==> config.mk <==
export PLATFORM = sky130hd
export DESIGN_NAME = shift_pipe_param
export DESIGN_NICKNAME = d
export VERILOG_FILES = /design/src/rtl/shift_pipe_param_pkg.sv /design/src/rtl/shift_pipe_param_stage.sv /design/src/rtl/shift_pipe_param.sv
export SDC_FILE = /design/constraint.sdc
export NUM_CORES = 1
export LEC_CHECK = 0
export CAP_MARGIN = 10
export CELL_PAD_IN_SITES_DETAIL_PLACEMENT = 0
export CELL_PAD_IN_SITES_GLOBAL_PLACEMENT = 2
export CORE_AREA = 8 8 60 62
export DETAILED_ROUTE_END_ITERATION = 10
export DIE_AREA = 0 0 68 70
export HOLD_SLACK_MARGIN = 0.05
export PLACE_DENSITY_LB_ADDON = 0.12
export SYNTH_ARGS = -nofsm -noshare
export SYNTH_HDL_FRONTEND = slang
export SYNTH_SLANG_ARGS = --single-unit
==> constraint.sdc <==
create_clock -name clk -period 1.19 [get_ports clk]
set_input_delay 0.119 -clock clk [delete_from_list [all_inputs] [get_ports clk]]
set_output_delay 0.119 -clock clk [all_outputs]
set_load 0.03 [all_outputs]
==> src/rtl/shift_pipe_param_pkg.sv <==
// Shared helpers for the parametrised shift pipeline.
// Holds default sizing and the tap-select clamp.
package shift_pipe_param_pkg;

    localparam int DEF_WIDTH = 4;
    localparam int DEF_DEPTH = 2;

    // Never narrower than one bit, even for a single-stage pipe.
    function automatic int clog2_min1(input int n);
        return (n <= 2) ? 1 : $clog2(n);
    endfunction

    function automatic int clamp_sel(input int sel, input int depth);
        return (sel > depth) ? depth : sel;
    endfunction

endpackage

==> src/rtl/shift_pipe_param_stage.sv <==
// One pipeline stage: WIDTH-bit data register plus a valid bit.
// Flush clears only the valid bit; data is left in place.
module shift_pipe_stage
    import shift_pipe_param_pkg::*;
#(
    parameter int WIDTH = DEF_WIDTH
) (
    input  logic             clk,
    input  logic             rst,
    input  logic             en,
    input  logic             clr,
    input  logic [WIDTH-1:0] d,
    input  logic             d_vld,
    output logic [WIDTH-1:0] q,
    output logic             q_vld
);

    logic [WIDTH-1:0] data_d;
    logic [WIDTH-1:0] data_q;
    logic             vld_d;
    logic             vld_q;

    always_comb begin
        data_d = data_q;
        vld_d  = vld_q;
        if (clr) begin
            vld_d = 1'b0;
        end else if (en) begin
            data_d = d;
            vld_d  = d_vld;
        end
    end

    always_ff @(posedge clk or posedge rst) begin
        if (rst) begin
            data_q <= '0;
            vld_q  <= 1'b0;
        end else begin
            data_q <= data_d;
            vld_q  <= vld_d;
        end
    end

    assign q     = data_q;
    assign q_vld = vld_q;

endmodule

==> src/rtl/shift_pipe_param.sv <==
// Parametrised delay line with stall, flush, selectable tap
// (including zero-delay bypass), per-stage taps and occupancy.
module shift_pipe_param
    import shift_pipe_param_pkg::*;
#(
    parameter int WIDTH = DEF_WIDTH,
    parameter int DEPTH = DEF_DEPTH,
    parameter int SELW  = clog2_min1(DEPTH + 1),
    parameter int CNTW  = clog2_min1(DEPTH + 1)
) (
    input  logic                   clk,
    input  logic                   rst,
    input  logic                   en,
    input  logic                   clr,
    input  logic [SELW-1:0]        sel,
    input  logic [WIDTH-1:0]       din,
    input  logic                   din_vld,
    output logic [WIDTH-1:0]       dout,
    output logic                   dout_vld,
    output logic [WIDTH*DEPTH-1:0] taps,
    output logic [CNTW-1:0]        occ
);

    logic [WIDTH-1:0] s [DEPTH];
    logic             v [DEPTH];

    for (genvar k = 0; k < DEPTH; k++) begin : g_stage
        logic [WIDTH-1:0] d_in;
        logic             v_in;

        if (k == 0) begin : g_head
            assign d_in = din;
            assign v_in = din_vld;
        end else begin : g_body
            assign d_in = s[k-1];
            assign v_in = v[k-1];
        end

        shift_pipe_stage #(
            .WIDTH(WIDTH)
        ) u_stage (
            .clk   (clk),
            .rst   (rst),
            .en    (en),
            .clr   (clr),
            .d     (d_in),
            .d_vld (v_in),
            .q     (s[k]),
            .q_vld (v[k])
        );

        assign taps[k*WIDTH +: WIDTH] = s[k];
    end

    int sel_c;

    always_comb begin
        sel_c    = clamp_sel(int'(sel), DEPTH);
        dout     = din;
        dout_vld = din_vld;
        for (int k = 0; k < DEPTH; k++) begin
            if (sel_c == k + 1) begin
                dout     = s[k];
                dout_vld = v[k];
            end
        end
    end

    // Count the valid bits the stages will hold after this edge.
    logic [CNTW-1:0] occ_d;
    logic [CNTW-1:0] occ_q;
    int              cnt;

    always_comb begin
        cnt   = 0;
        occ_d = occ_q;
        if (clr) begin
            occ_d = '0;
        end else if (en) begin
            cnt = din_vld ? 1 : 0;
            for (int k = 0; k < DEPTH - 1; k++) begin
                cnt = cnt + (v[k] ? 1 : 0);
            end
            occ_d = CNTW'(cnt);
        end
    end

    always_ff @(posedge clk or posedge rst) begin
        if (rst) begin
            occ_q <= '0;
        end else begin
            occ_q <= occ_d;
        end
    end

    assign occ = occ_q;

endmodule

; Word-level counts from Yosys, hierarchy flattened
; Index checks and enable logic that the tools add are counted.
[op_classes]
n_addsub = 1
order_cmp = 1
eq_ne = 2
n_mux = 13
n_bitwise = 1
n_reduce_logical = 2
[op_table]
columns = cell, count
row1 = $mux W1, 8
row2 = $mux W4, 2
row3 = $mux W2, 3
row4 = $add A1 B1 Y2, 1
row5 = $eq A2 B1 Y1 const B, 1
row6 = $eq A2 B2 Y1 const B, 1
row7 = $gt A2 B2 Y1 const B, 1
row8 = $reduce_and A2 Y1, 1
row9 = $reduce_bool A2 Y1, 1
row10 = $not A1 Y1, 1
[totals]
ff_bits = 12
out_inout_bits = 15
elab_cells = 25

; Depth between registers and ports, before layout
[depth]
depth_word = 5
ltp_mapped = 4
mapped_depth_nobuf = 3

; Cells and area by module
; A second synthesis with hierarchy kept.
[hier_totals]
cells_unflattened = 51
hier_area_um2 = 606.8
[modules_own_cells]
columns = module, instances, cells_each, area_per_inst_um2, seq_area_each_um2
row1 = shift_pipe_stage, 2, 13, 201.4, 125.1
row2 = shift_pipe_param, 1, 25, 203.9, 50.0

; Worst setup path after synthesis
; OpenSTA, ideal clock, no wires.
[synth_timing]
path_kind = register to output
from = register g_stage[0].u_stage.data_q[0]
to = output port dout[0]
t_arrival_ps = 1331
required_ps = 1071
slack_ps = -260
stages_incl_launch_ff = 3
cell_sequence = dfrtp_1 -> mux2i_1 -> o21ai_0
[synth_between]
elab_chain_len = 2
[synth_rtl]
columns = element, line_no
row1 = from (decl), shift_pipe_param_stage.sv:19  ; logic [WIDTH-1:0] data_q;
row2 = from (signal assigned), shift_pipe_param_stage.sv:39  ; data_q <= data_d;
row3 = $mux W4 (2 in series), shift_pipe_param.sv:62  ; if (sel_c == k + 1) begin
row4 = to (decl), shift_pipe_param.sv:18  ; output logic [WIDTH-1:0] dout,
; Every way passes these cells.

; Worst setup path after layout
[layout_timing]
from = register g_stage[0].u_stage.vld_q
to = output port dout_vld
[layout_between]
elab_chain_len = 2
[layout_rtl]
columns = element, line_no
row1 = from (decl), shift_pipe_param_stage.sv:21  ; logic vld_q;
row2 = from (signal assigned), shift_pipe_param_stage.sv:40  ; vld_q <= vld_d;
row3 = $mux W1 (2 in series), shift_pipe_param.sv:62
row4 = to (decl), shift_pipe_param.sv:19  ; output logic dout_vld,
; Every way passes these cells.

==> impl_metrics.toml <==
[status]
status = "complete, no violations"

[worst_setup_path]
crit_cells = 3
r2r_cells = 4
cp_data_required_time_ns = 1.07
rr_startpoint = "g_stage[0].u_stage.q_vld"
cpLargestDelayFamily = "flip-flops"
cp-end-kind = "primary output"
cp_num_buf_inv = 1
worstPathCellList = "mux2i_1, o21ai_1, buf_4"
critPathMaxFanout = 2
cpPeakStageDelay_ns = 0.38
critPathKind = "reg -> out"
crit_arrival_ns = 1.04
crit_start = "g_stage[0].u_stage.q_vld"
slowest_stage = "dfrtp_1"
startpoint_type = "flop"

[job]
drv_cap = 0

[yosys]
ys_seq_elements = 12
ys_async_sr_fraction_pct = 100
syn_area_um2 = 631
synthTopCellsByCount = "dfrtp_1 (12), mux2i_1 (9), mux2_4 (8), nand2_1 (5), o21ai_0 (5)"
synth_edf_count = 0
yosysMostFrequentCell = "dfrtp_1"
synth_cells = 50
synth.yosys.seq_area_share_pct = 47.6
synth_top_area_cell = "dfrtp_1"
ys_top_cells_by_area = "dfrtp_1 (48%), mux2_4 (19%), mux2i_1 (14%)"
synth_top_area_share_pct = 47.6
avgSynthCellArea_um2 = 12.6
ys_warn_count = 0
ys_dominant_reg_cell = "dfrtp_1"
yosysUniqueCellTypes = 12
syn_nets = 62

[timing]
fmax_mhz = 859
max_slew_margin_pct = 79.7
setup_viol = 0
finClkSkew_ns = 0.00175
hold_violations = 0
finalMaxSlewViolations = 0
rsz0062_at_grt = "yes"
setup_tns_ns = 0
post-route-period-util_pct = 97.8
finalCriticalPeriod_ns = 1.16
holdWs_ns = 0.125
tightest_slew_ns = 0.306

[routing]
vias = 488
drt_iter0_drc = 7
wl_per_cell_um = 14.2
dr.pass1.iters = 3
ant_nets = 0
drt-total-wl_um = 1670
drc_errors = 0
avgViaCountPerCell = 4.17

[global_routing]
grt_pass1_vias = 533
grt_overflow_total = 0
track_usage_pct = 6.97
grt_pass1_wl_um = 2540
grt_max_degree = 13
antenna_found_initial = 0

[cts]
cts.sinks = 12
htree_num_levels = 1
cts_buffer_depth = 2
cts_made_buffers = 3
cts_tree = "done"
cts-root-buf = "clkbuf_4"
clk_pin_slew_ns = 0.08
clock_latency_ns = 0.27

[place]
gp_congestion = 0.677
portBuffers = 25
placed_area_um2 = 907
place_hpwl_um = 1180

[power_and_ir_drop]
p_leak_nw = 0.526
powerDensity_nw_per_um2 = 1420
vdd_drop_max_v = 0.000696
total_power_mw = 1.44

[layout]
final_util_pct = 37.9
area_delta_synth_final_pct = 60.1
post_route_cells_drive_above_1_share_pct = 47.7
diodes = 0
fin_nets = 99
n_fill_cell = 284
post-route-cell-area_um2 = 1010
register_area_um2 = 300
multiInputGateArea_um2 = 310

[floorplanning]
ioPinCount = 26
num_rows = 19
start_util_pct = 23.7
core-area_um2 = 2660
die_w_um = 68
die_y_um = 70
dieArea_um2 = 4760

[worst_hold_path]
hold_path_class = "in -> async"
final timing paths:
path | slack (ns) | end
min in group clk | 0.49 | g_stage[0].u_stage.q[3]
max | 0.03 | dout_vld
min reg2reg | 0.52 | occ[0]
max reg2reg | 0.12 | occ[0]
max in group asynchronous | 0.91 | occ[1]
min | 0.13 | g_stage[1].u_stage.q[3]
flip-flops by register name, indices dropped and copies added, names as in the netlist:
register               count
g_stage.u_stage.q          8
g_stage.u_stage.q_vld      2
occ                        2
per-layer routing:
| metal | GRT usage (%) | share of wire, % | wire, um |
|---|---|---|---|
| met1 | 8.80 | 46 | 759 |
| met2 | 9.71 | 46 | 767 |
| met3 | 3.51 | 8.1 | 135 |
| met4 | 2.73 | 0.24 | 4 |
| met5 | 0 | 0 | 0 |
cell usage in the layout, fill, tap and decap left out, drive strengths merged:
| master | synthesis | final |
|---|---|---|
| clkdlybuf4s15 | 0 | 1 |
| nand2b | 1 | 1 |
| nor2 | 4 | 4 |
| inv | 1 | 1 |
| clkdlybuf4s50 | 0 | 8 |
| clkbuf | 0 | 5 |
| o21ai | 5 | 5 |
| nand2 | 5 | 5 |
| buf | 4 | 23 |
| dfrtp | 12 | 12 |
| dlymetal6s2s | 0 | 1 |
| mux2i | 9 | 9 |
| mux2 | 8 | 8 |
| ha | 1 | 1 |
| dlygate4sd2 | 0 | 2 |
worst reg2reg max path, cell delays in order, from the launching register on:
cell and delay (ns):
dfrtp_1 0.38, buf_4 0.14, ha_1 0.26, mux2i_1 0.13, nor2_1 0.05
stage by stage:
stage                     cells  setup slack, ns
after floorplan              50          -0.0386
after global placement      107           -0.135
after detailed placement    107           -0.112
after CTS                   116         0.000555
after global routing        117          -0.0797
final                       117           0.0262
cells by family (layout without fill, tap and decap cells):
family	Yosys count	count (layout)	share of synthesized area, %
compound gates	5	5	3.97
fa+ha+maj	1	1	1.98
buf+inv	5	41	5.55
flops	12	12	47.6
mux	17	17	33.3
simple gates	10	10	7.54
power breakdown:
group	leakage (nW)	switching, mW	internal (mW)
Combinational	0.356	0.308	0.289
Sequential	0.148	0.0430	0.467
Clock	0.0210	0.145	0.186
cell type report:
class / instances / share of cell area (%)
Clock buffer: 4 / 3.59
Sequential cell: 12 / 29.7
Multi-Input combinational cell: 33 / 30.7
Inverter: 1 / 0.372
Timing Repair Buffer: 36 / 31.7
Tap cell: 31 / 3.84
what timing repair did:
item	CTS	global route
hold buffers	0	0
gates resized for setup	8	9
setup endpoints to repair	8	7
setup buffers	5	0
cloned	0	1
pin swaps	1	2
Note: power is estimated with default switching activity, not from simulation.
